===== config.mk =====
export PLATFORM = sky130hd
export DESIGN_NAME = qam_cfg_sequencer
export DESIGN_NICKNAME = d
export VERILOG_FILES = /design/src/rtl/qam_cfg_pkg.sv /design/src/rtl/sym_edge_sync.sv /design/src/rtl/qam_cfg_sequencer.sv
export SDC_FILE = /design/constraint.sdc
export NUM_CORES = 1
export LEC_CHECK = 0
export ABC_AREA = 0
export ABC_CLOCK_PERIOD_IN_PS = 2100
export CAP_MARGIN = 25
export CORE_ASPECT_RATIO = 0.6
export CORE_MARGIN = 2
export CORE_UTILIZATION = 49
export DETAILED_ROUTE_END_ITERATION = 7
export PLACE_DENSITY = 0.71
export SLEW_MARGIN = 5
export SYNTH_ARGS = -nofsm -noshare
export SYNTH_HDL_FRONTEND = slang
export SYNTH_SLANG_ARGS = --single-unit

===== constraint.sdc =====
create_clock -name clk_in -period 2.1 [get_ports clk_in]
set_input_delay 0.525 -clock clk_in [delete_from_list [all_inputs] [get_ports clk_in]]
set_output_delay 0.525 -clock clk_in [all_outputs]
set_load 0.01 [all_outputs]

===== src/rtl/qam_cfg_pkg.sv =====
// Shared definitions for the modulator rate-configuration sequencer:
// modulation and baud-rate codes, FSM state encoding, counter width.
package qam_cfg_pkg;

  localparam int CNT_W = 16;

  localparam logic MOD_QPSK  = 1'b0;
  localparam logic MOD_16QAM = 1'b1;

  localparam logic [1:0] BAUD_2400  = 2'b00;
  localparam logic [1:0] BAUD_4800  = 2'b01;
  localparam logic [1:0] BAUD_9600  = 2'b10;
  localparam logic [1:0] BAUD_19200 = 2'b11;

  typedef enum logic [2:0] {
    ST_IDLE      = 3'd0,
    ST_WAIT_SYM  = 3'd1,
    ST_DRAIN     = 3'd2,
    ST_APPLY     = 3'd3,
    ST_RESET_DIV = 3'd4,
    ST_SETTLE    = 3'd5,
    ST_DONE      = 3'd6
  } state_t;

endpackage


===== src/rtl/sym_edge_sync.sv =====
// Brings the divider-derived symbol clock into the clk_in domain through a
// two-flop synchroniser and flags its rising edge with one extra delay flop.
module sym_edge_sync (
  input  logic clk,
  input  logic rst,
  input  logic din,
  output logic rise
);

  logic s1;
  logic s2;
  logic s3;

  // Synchroniser chain plus delay stage for edge detection.
  always_ff @(posedge clk) begin
    if (rst) begin
      s1 <= 1'b0;
      s2 <= 1'b0;
      s3 <= 1'b0;
    end else begin
      s1 <= din;
      s2 <= s1;
      s3 <= s2;
    end
  end

  assign rise = s2 & ~s3;

endmodule


===== src/rtl/qam_cfg_sequencer.sv =====
// Owns the modulator rate configuration feeding clk_gen and applies each
// change at a symbol boundary: wait for a symbol edge, hold TX, apply,
// reset the dividers, settle, release.
// Optional feature macro: CFG_TIMEOUT_EN bounds the wait for a symbol edge
// and raises a sticky err_timeout when it expires.
//
// Request handshake: a request transfers on any clk_in edge where
// req_valid && req_ready. req_ready is high only in IDLE; the requester
// holds req_* stable until the transfer. Changes to req_* after the
// transfer have no effect on the request in flight.
module qam_cfg_sequencer
  import qam_cfg_pkg::*;
#(
  parameter int DRAIN_CYC   = 4,
  parameter int DIV_RST_CYC = 2,
  parameter int SETTLE_CYC  = 16,
  parameter int TIMEOUT_CYC = 20000
) (
  input  logic       clk_in,
  input  logic       rst,
  input  logic       req_valid,
  output logic       req_ready,
  input  logic       req_mod_type,
  input  logic [1:0] req_baud_rate,
  input  logic       clk_symbol,
  output logic       cfg_mod_type,
  output logic [1:0] cfg_baud_rate,
  output logic       div_rst_n,
  output logic       tx_hold,
  output logic       busy,
  output logic       done,
  output logic       err_timeout,
  output state_t     fsm_state
);

  localparam logic [CNT_W-1:0] DRAIN_LD   = CNT_W'(DRAIN_CYC - 1);
  localparam logic [CNT_W-1:0] DIV_RST_LD = CNT_W'(DIV_RST_CYC - 1);
  localparam logic [CNT_W-1:0] SETTLE_LD  = CNT_W'(SETTLE_CYC - 1);

  state_t           state;
  state_t           state_nxt;
  logic [CNT_W-1:0] cnt;
  logic [CNT_W-1:0] cnt_nxt;
  logic             pend_mod;
  logic [1:0]       pend_baud;
  logic             from_reset;
  logic             accept;
  logic             apply;
  logic             sym_rise;

  sym_edge_sync u_sym_edge_sync (
    .clk  (clk_in),
    .rst  (rst),
    .din  (clk_symbol),
    .rise (sym_rise)
  );

  assign fsm_state = state;

  // State, shared counter, pending request and applied configuration.
  always_ff @(posedge clk_in) begin
    if (rst) begin
      state         <= ST_RESET_DIV;
      cnt           <= DIV_RST_LD;
      cfg_mod_type  <= MOD_QPSK;
      cfg_baud_rate <= BAUD_2400;
      pend_mod      <= MOD_QPSK;
      pend_baud     <= BAUD_2400;
      from_reset    <= 1'b1;
    end else begin
      state <= state_nxt;
      cnt   <= cnt_nxt;
      if (accept) begin
        pend_mod   <= req_mod_type;
        pend_baud  <= req_baud_rate;
        from_reset <= 1'b0;
      end
      if (apply) begin
        cfg_mod_type  <= pend_mod;
        cfg_baud_rate <= pend_baud;
      end
    end
  end

`ifdef CFG_TIMEOUT_EN
  localparam logic [CNT_W-1:0] TIMEOUT_LD = CNT_W'(TIMEOUT_CYC - 1);
  logic set_err;

  // Sticky timeout flag, cleared when the next request is accepted.
  always_ff @(posedge clk_in) begin
    if (rst) begin
      err_timeout <= 1'b0;
    end else if (accept) begin
      err_timeout <= 1'b0;
    end else if (set_err) begin
      err_timeout <= 1'b1;
    end
  end
`else
  assign err_timeout = 1'b0;
`endif

  // Next-state, counter reload/decrement and Moore outputs.
  always_comb begin
    state_nxt = state;
    cnt_nxt   = cnt;
    accept    = 1'b0;
    apply     = 1'b0;
    req_ready = 1'b0;
    tx_hold   = 1'b1;
    div_rst_n = 1'b1;
    busy      = 1'b1;
    done      = 1'b0;
`ifdef CFG_TIMEOUT_EN
    set_err   = 1'b0;
`endif
    case (state)
      ST_IDLE: begin
        req_ready = 1'b1;
        tx_hold   = 1'b0;
        busy      = 1'b0;
        if (req_valid) begin
          accept = 1'b1;
          // Identical configuration needs no disruption of the TX path.
          if (req_mod_type == cfg_mod_type && req_baud_rate == cfg_baud_rate) begin
            state_nxt = ST_DONE;
          end else begin
            state_nxt = ST_WAIT_SYM;
`ifdef CFG_TIMEOUT_EN
            cnt_nxt   = TIMEOUT_LD;
`else
            cnt_nxt   = '0;
`endif
          end
        end
      end
      ST_WAIT_SYM: begin
        tx_hold = 1'b0;
        if (sym_rise) begin
          state_nxt = ST_DRAIN;
          cnt_nxt   = DRAIN_LD;
        end
`ifdef CFG_TIMEOUT_EN
        else if (cnt == '0) begin
          set_err   = 1'b1;
          state_nxt = ST_DRAIN;
          cnt_nxt   = DRAIN_LD;
        end else begin
          cnt_nxt = cnt - CNT_W'(1);
        end
`endif
      end
      ST_DRAIN: begin
        if (cnt == '0) begin
          state_nxt = ST_APPLY;
        end else begin
          cnt_nxt = cnt - CNT_W'(1);
        end
      end
      ST_APPLY: begin
        apply     = 1'b1;
        state_nxt = ST_RESET_DIV;
        cnt_nxt   = DIV_RST_LD;
      end
      ST_RESET_DIV: begin
        div_rst_n = 1'b0;
        if (cnt == '0) begin
          state_nxt = ST_SETTLE;
          cnt_nxt   = SETTLE_LD;
        end else begin
          cnt_nxt = cnt - CNT_W'(1);
        end
      end
      ST_SETTLE: begin
        if (cnt == '0) begin
          // The power-up sequence ends silently; only requests report done.
          state_nxt = from_reset ? ST_IDLE : ST_DONE;
        end else begin
          cnt_nxt = cnt - CNT_W'(1);
        end
      end
      ST_DONE: begin
        done      = 1'b1;
        tx_hold   = 1'b0;
        state_nxt = ST_IDLE;
      end
      default: begin
        state_nxt = ST_RESET_DIV;
        cnt_nxt   = DIV_RST_LD;
      end
    endcase
  end

  // Illegal parameter values are caught in simulation.
  always_ff @(posedge clk_in) begin
    assert (DRAIN_CYC >= 1 && DIV_RST_CYC >= 1 && SETTLE_CYC >= 1 &&
            TIMEOUT_CYC >= 1 && TIMEOUT_CYC <= 65535);
  end

endmodule


==> impl_results.md <==
- Outcome: complete, no violations
- Antenna diodes: 0
- DR pass1 iterations: 5
- Clock skew: roughly 0.0034 ns
- CP arrival: between 2 and 2.5 ns
- Pwr Density: roughly 1400 mW/mm^2
- Root buffer cell: clkbuf_8
- Worst-path maximum fanout: 7
- CP required: approximately 2.3 ns
- Slew Limit Fails: 0
- Mapped Area: 0.001605 sq mm
- Worst hold margin: about 0.44 ns
- Clock buffers created by TritonCTS: 5
- # IOs: 19
- Power share of the clock group: between 15 and 20%
- Drt wl/cell: around 17 um
- Placed Instance Area: between 0.002 and 0.0025 sq mm
- FF+latch count, synth: 29
- Max clock buf depth: 2
- P&R area growth vs syn: 40.22%
- Mux cell area share after synthesis: between 2 and 2.5%
- Clk Latency, worst-skew pair: just under 0.3 ns
- Die area: between 0.003 and 0.004 sq mm
- Synthesis Warnings: 0
- Post-DP HPWL: ~3500 um
- Via count: about 1,800
- Syn Nets: ~220
- Period minus WS final: 2.100 ns
- CTS H-tree lvls: 2
- Largest family of logic cells by synthesized area: simple AND/OR/NAND/NOR gates
- All-Layer GR Usage: approximately a quarter
- Syn avg cell area: approximately 7.7 sq um
- Grt ovf: 0
- Internal power: roughly 1.8 mW
- Comb power frac: 58.2%
- Clk slew on worst S/H paths: 0.07 ns
- Number of synthesized flops with an enable pin: 0
- # rows: 16
- Largest net degree at the start of global routing: 18
- Hold Path Class: reg2reg
- DP Worst Slack: -0.3624 ns
- CTS hold repair buffers: 0
- Initial DRC Count: 211
- TritonCTS clock tree: yes
- Post-Synth Simple-Gate Area: 28.84%
- Starting Density: between 50% and 60%
- Sequential-to-total area share from yosys stat: 36.17%
- Fin crit share: 99.99%
- Synth Area in XOR/XNOR: 2.182%
- Max-cap violation count: 0
- Initial antenna violation count: 0
- Number of global-route vias before repair: roughly 1,600
- Net switching power: between 1 and 1.5 mW
- Fill count: around 240
- First-pass GRT wire length: 7872 um
- CP Class: reg2reg
- Final setup fails: 0
- Nets: 266
- Final Cell Area: ~0.0023 sq mm
- Synth cell types: 41
- Die H: 48.34 um
- Placer Congestion: 0.9138
- Synthesized-area fraction occupied by adder cells: 0.7794%
- Peak supply drop: about 0.86 mV
- Vias/cell: about 6.0
- Net Sw Frac: 44.20%
- Leak: approximately 0.93 nW
- Hold Violations, Final: 0
- # port buffers: 17
- Fmax: around 480 MHz
- Worst setup EP type: flop
- Final setup margin: roughly 0.00015 ns
- Ys flop type: dfxtp_1
- Die W: ~78 um
- Clk sinks: 29
- Core Footprint: 0.003183 sq mm
- DRT Wirelength: a little over 5000 um
- Compound-Gate Fraction of Synth Area: between 20% and 30%
- Setup TNS: 0 ns
- Layout cell share with drive strength beyond 1: 25.87%
- CP startpoint kind: flop
- Sequential Power Share: a little over a quarter
- Routed Antenna Nets: 0
- Synthesized instance count: around 210
- Post-synthesis async set-or-reset flop share: 0%
- DRC errors left: 0
-- power groups by stage --
stage	clock network (mW)	registers (mW)	logic [mW]
final	0.500	0.852	1.88
after global routing	0.526	0.867	2.03
after detailed placement	0	0.823	1.58
after floorplan	0	0.792	0.992
after CTS	0.506	0.825	1.61
after global placement	0	0.810	1.52
-- stage by stage --
step,total power [mW],std cells,utilization (%)
detailed placement,2.406,290,63.09
global route,3.426,304,70.72
floorplan,1.784,209,-
global placement,2.331,290,63.09
CTS,2.937,299,66.94
finish,3.233,304,70.72
-- critical path, cell delays in order, from the launching register on --
cell      delay [ns]
dfxtp_1         0.35
inv_2           0.10
ha_4            0.14
nor4b_4         0.23
nand2_1         0.13
or3_4           0.39
o21ai_4         0.21
buf_4           0.19
o211ai_1        0.14
o41ai_1         0.10
-- layout make-up --
class | count | area, sq um | area share [%]
clock buffers | 6 | 82.58 | 3.669
clock inverters | 2 | 13.76 | 0.6115
inverters | 8 | 30.03 | 1.334
multi-input cells | 161 | 1025 | 45.53
flip-flops and latches | 29 | 584.3 | 25.96
well taps | 45 | 56.30 | 2.501
repair buffers | 53 | 459.2 | 20.40
-- layout by cell type, fill, tap and decap left out, types with 2 or more instances in the layout --
| master | n |
|---|---|
| nand2_1 | 13 |
| nand3b_1 | 3 |
| o21ai_0 | 8 |
| or3_1 | 3 |
| inv_2 | 4 |
| o41ai_1 | 2 |
| xor2_1 | 3 |
| nand4_1 | 3 |
| dlygate4sd2_1 | 6 |
| nor3_1 | 9 |
| nand2_2 | 2 |
| a211oi_2 | 3 |
| o21ai_1 | 8 |
| clkbuf_8 | 6 |
| a21oi_1 | 25 |
| dfxtp_1 | 26 |
| nand4b_1 | 3 |
| clkdlybuf4s50_1 | 10 |
| a211oi_1 | 3 |
| dfxtp_2 | 3 |
| nor3_4 | 2 |
| inv_1 | 4 |
| mux2i_1 | 4 |
| nor2_1 | 31 |
| o211ai_1 | 3 |
| nor2b_1 | 3 |
| nor4b_4 | 2 |
| nand3_1 | 8 |
| buf_4 | 32 |
| buf_6 | 3 |
| nor4_1 | 3 |
-- sequential cells by signal, summed over array words and instances (netlist names) --
name                count
u_sym_edge_sync.s2      1
cnt                    16
fsm_state               3
u_sym_edge_sync.s1      1
cfg_mod_type            1
u_sym_edge_sync.s3      1
from_reset              1
pend_mod                1
cfg_baud_rate           2
pend_baud               2
-- cell usage after synthesis, types with 2 or more instances --
library cell | count | share of area [%]
nor2_1 | 32 | 7.5
dfxtp_1 | 29 | 36
a21oi_1 | 25 | 7.8
nand2_1 | 14 | 3.3
o21ai_0 | 11 | 3.4
nor3_1 | 10 | 3.1
nand3_1 | 9 | 2.8
inv_1 | 8 | 1.9
a211oi_1 | 6 | 2.8
buf_4 | 5 | 2.3
clkbuf_1 | 5 | 1.2
o21ai_1 | 5 | 1.6
mux2i_1 | 4 | 2.5
or3_1 | 4 | 1.6
nand3b_1 | 3 | 1.4
nand4_1 | 3 | 1.2
nand4b_1 | 3 | 1.6
nor2b_1 | 3 | 1.2
nor4_1 | 3 | 1.2
o211ai_1 | 3 | 1.4
xor2_1 | 3 | 1.6
o41ai_1 | 2 | 1.1
-- per-layer routing --
| layer | vias to the layer above | wire, um | GRT usage (%) |
|---|---|---|---|
| li1 | 854 | - | - |
| met1 | 838 | 2156 | 35.65 |
| met2 | 123 | 2229 | 40.09 |
| met3 | 20 | 611 | 9.701 |
| met4 | 0 | 146 | 9.357 |
| met5 | - | 0 | 0 |
-- timing repair --
item,in CTS,in global routing
pin swaps,3,10
resized for setup,12,26
endpoints found under the setup margin,18,17
gates cloned,0,1
buffers inserted,1,4
-- path summary, 6_finish.rpt --
kind / startpoint / end / slack (ns) / depth (start not counted)
setup / recovery: cnt[0]$_SDFFE_PP1P_ / cnt[15]$_SDFFE_PP0P_ / 0.0002 / 9
hold / removal: u_sym_edge_sync.s1$_SDFF_PP0_ / u_sym_edge_sync.s2$_SDFF_PP0_ / 0.44 / 1
setup reg to reg: cnt[0]$_SDFFE_PP1P_ / cnt[15]$_SDFFE_PP0P_ / 0.0002 / 9
hold reg to reg: u_sym_edge_sync.s1$_SDFF_PP0_ / u_sym_edge_sync.s2$_SDFF_PP0_ / 0.44 / 1
-- logic make-up after synthesis --
logic type,Yosys count
XOR/XNOR,4
adder cells (fa/ha/maj),1
buffers and inverters,19
multiplexers,4
AO/OA/AOI/OAI,60
other,1
flip-flops,29
AND/OR/NAND/NOR,91
No activity file was read; power rests on OpenSTA's default activity.
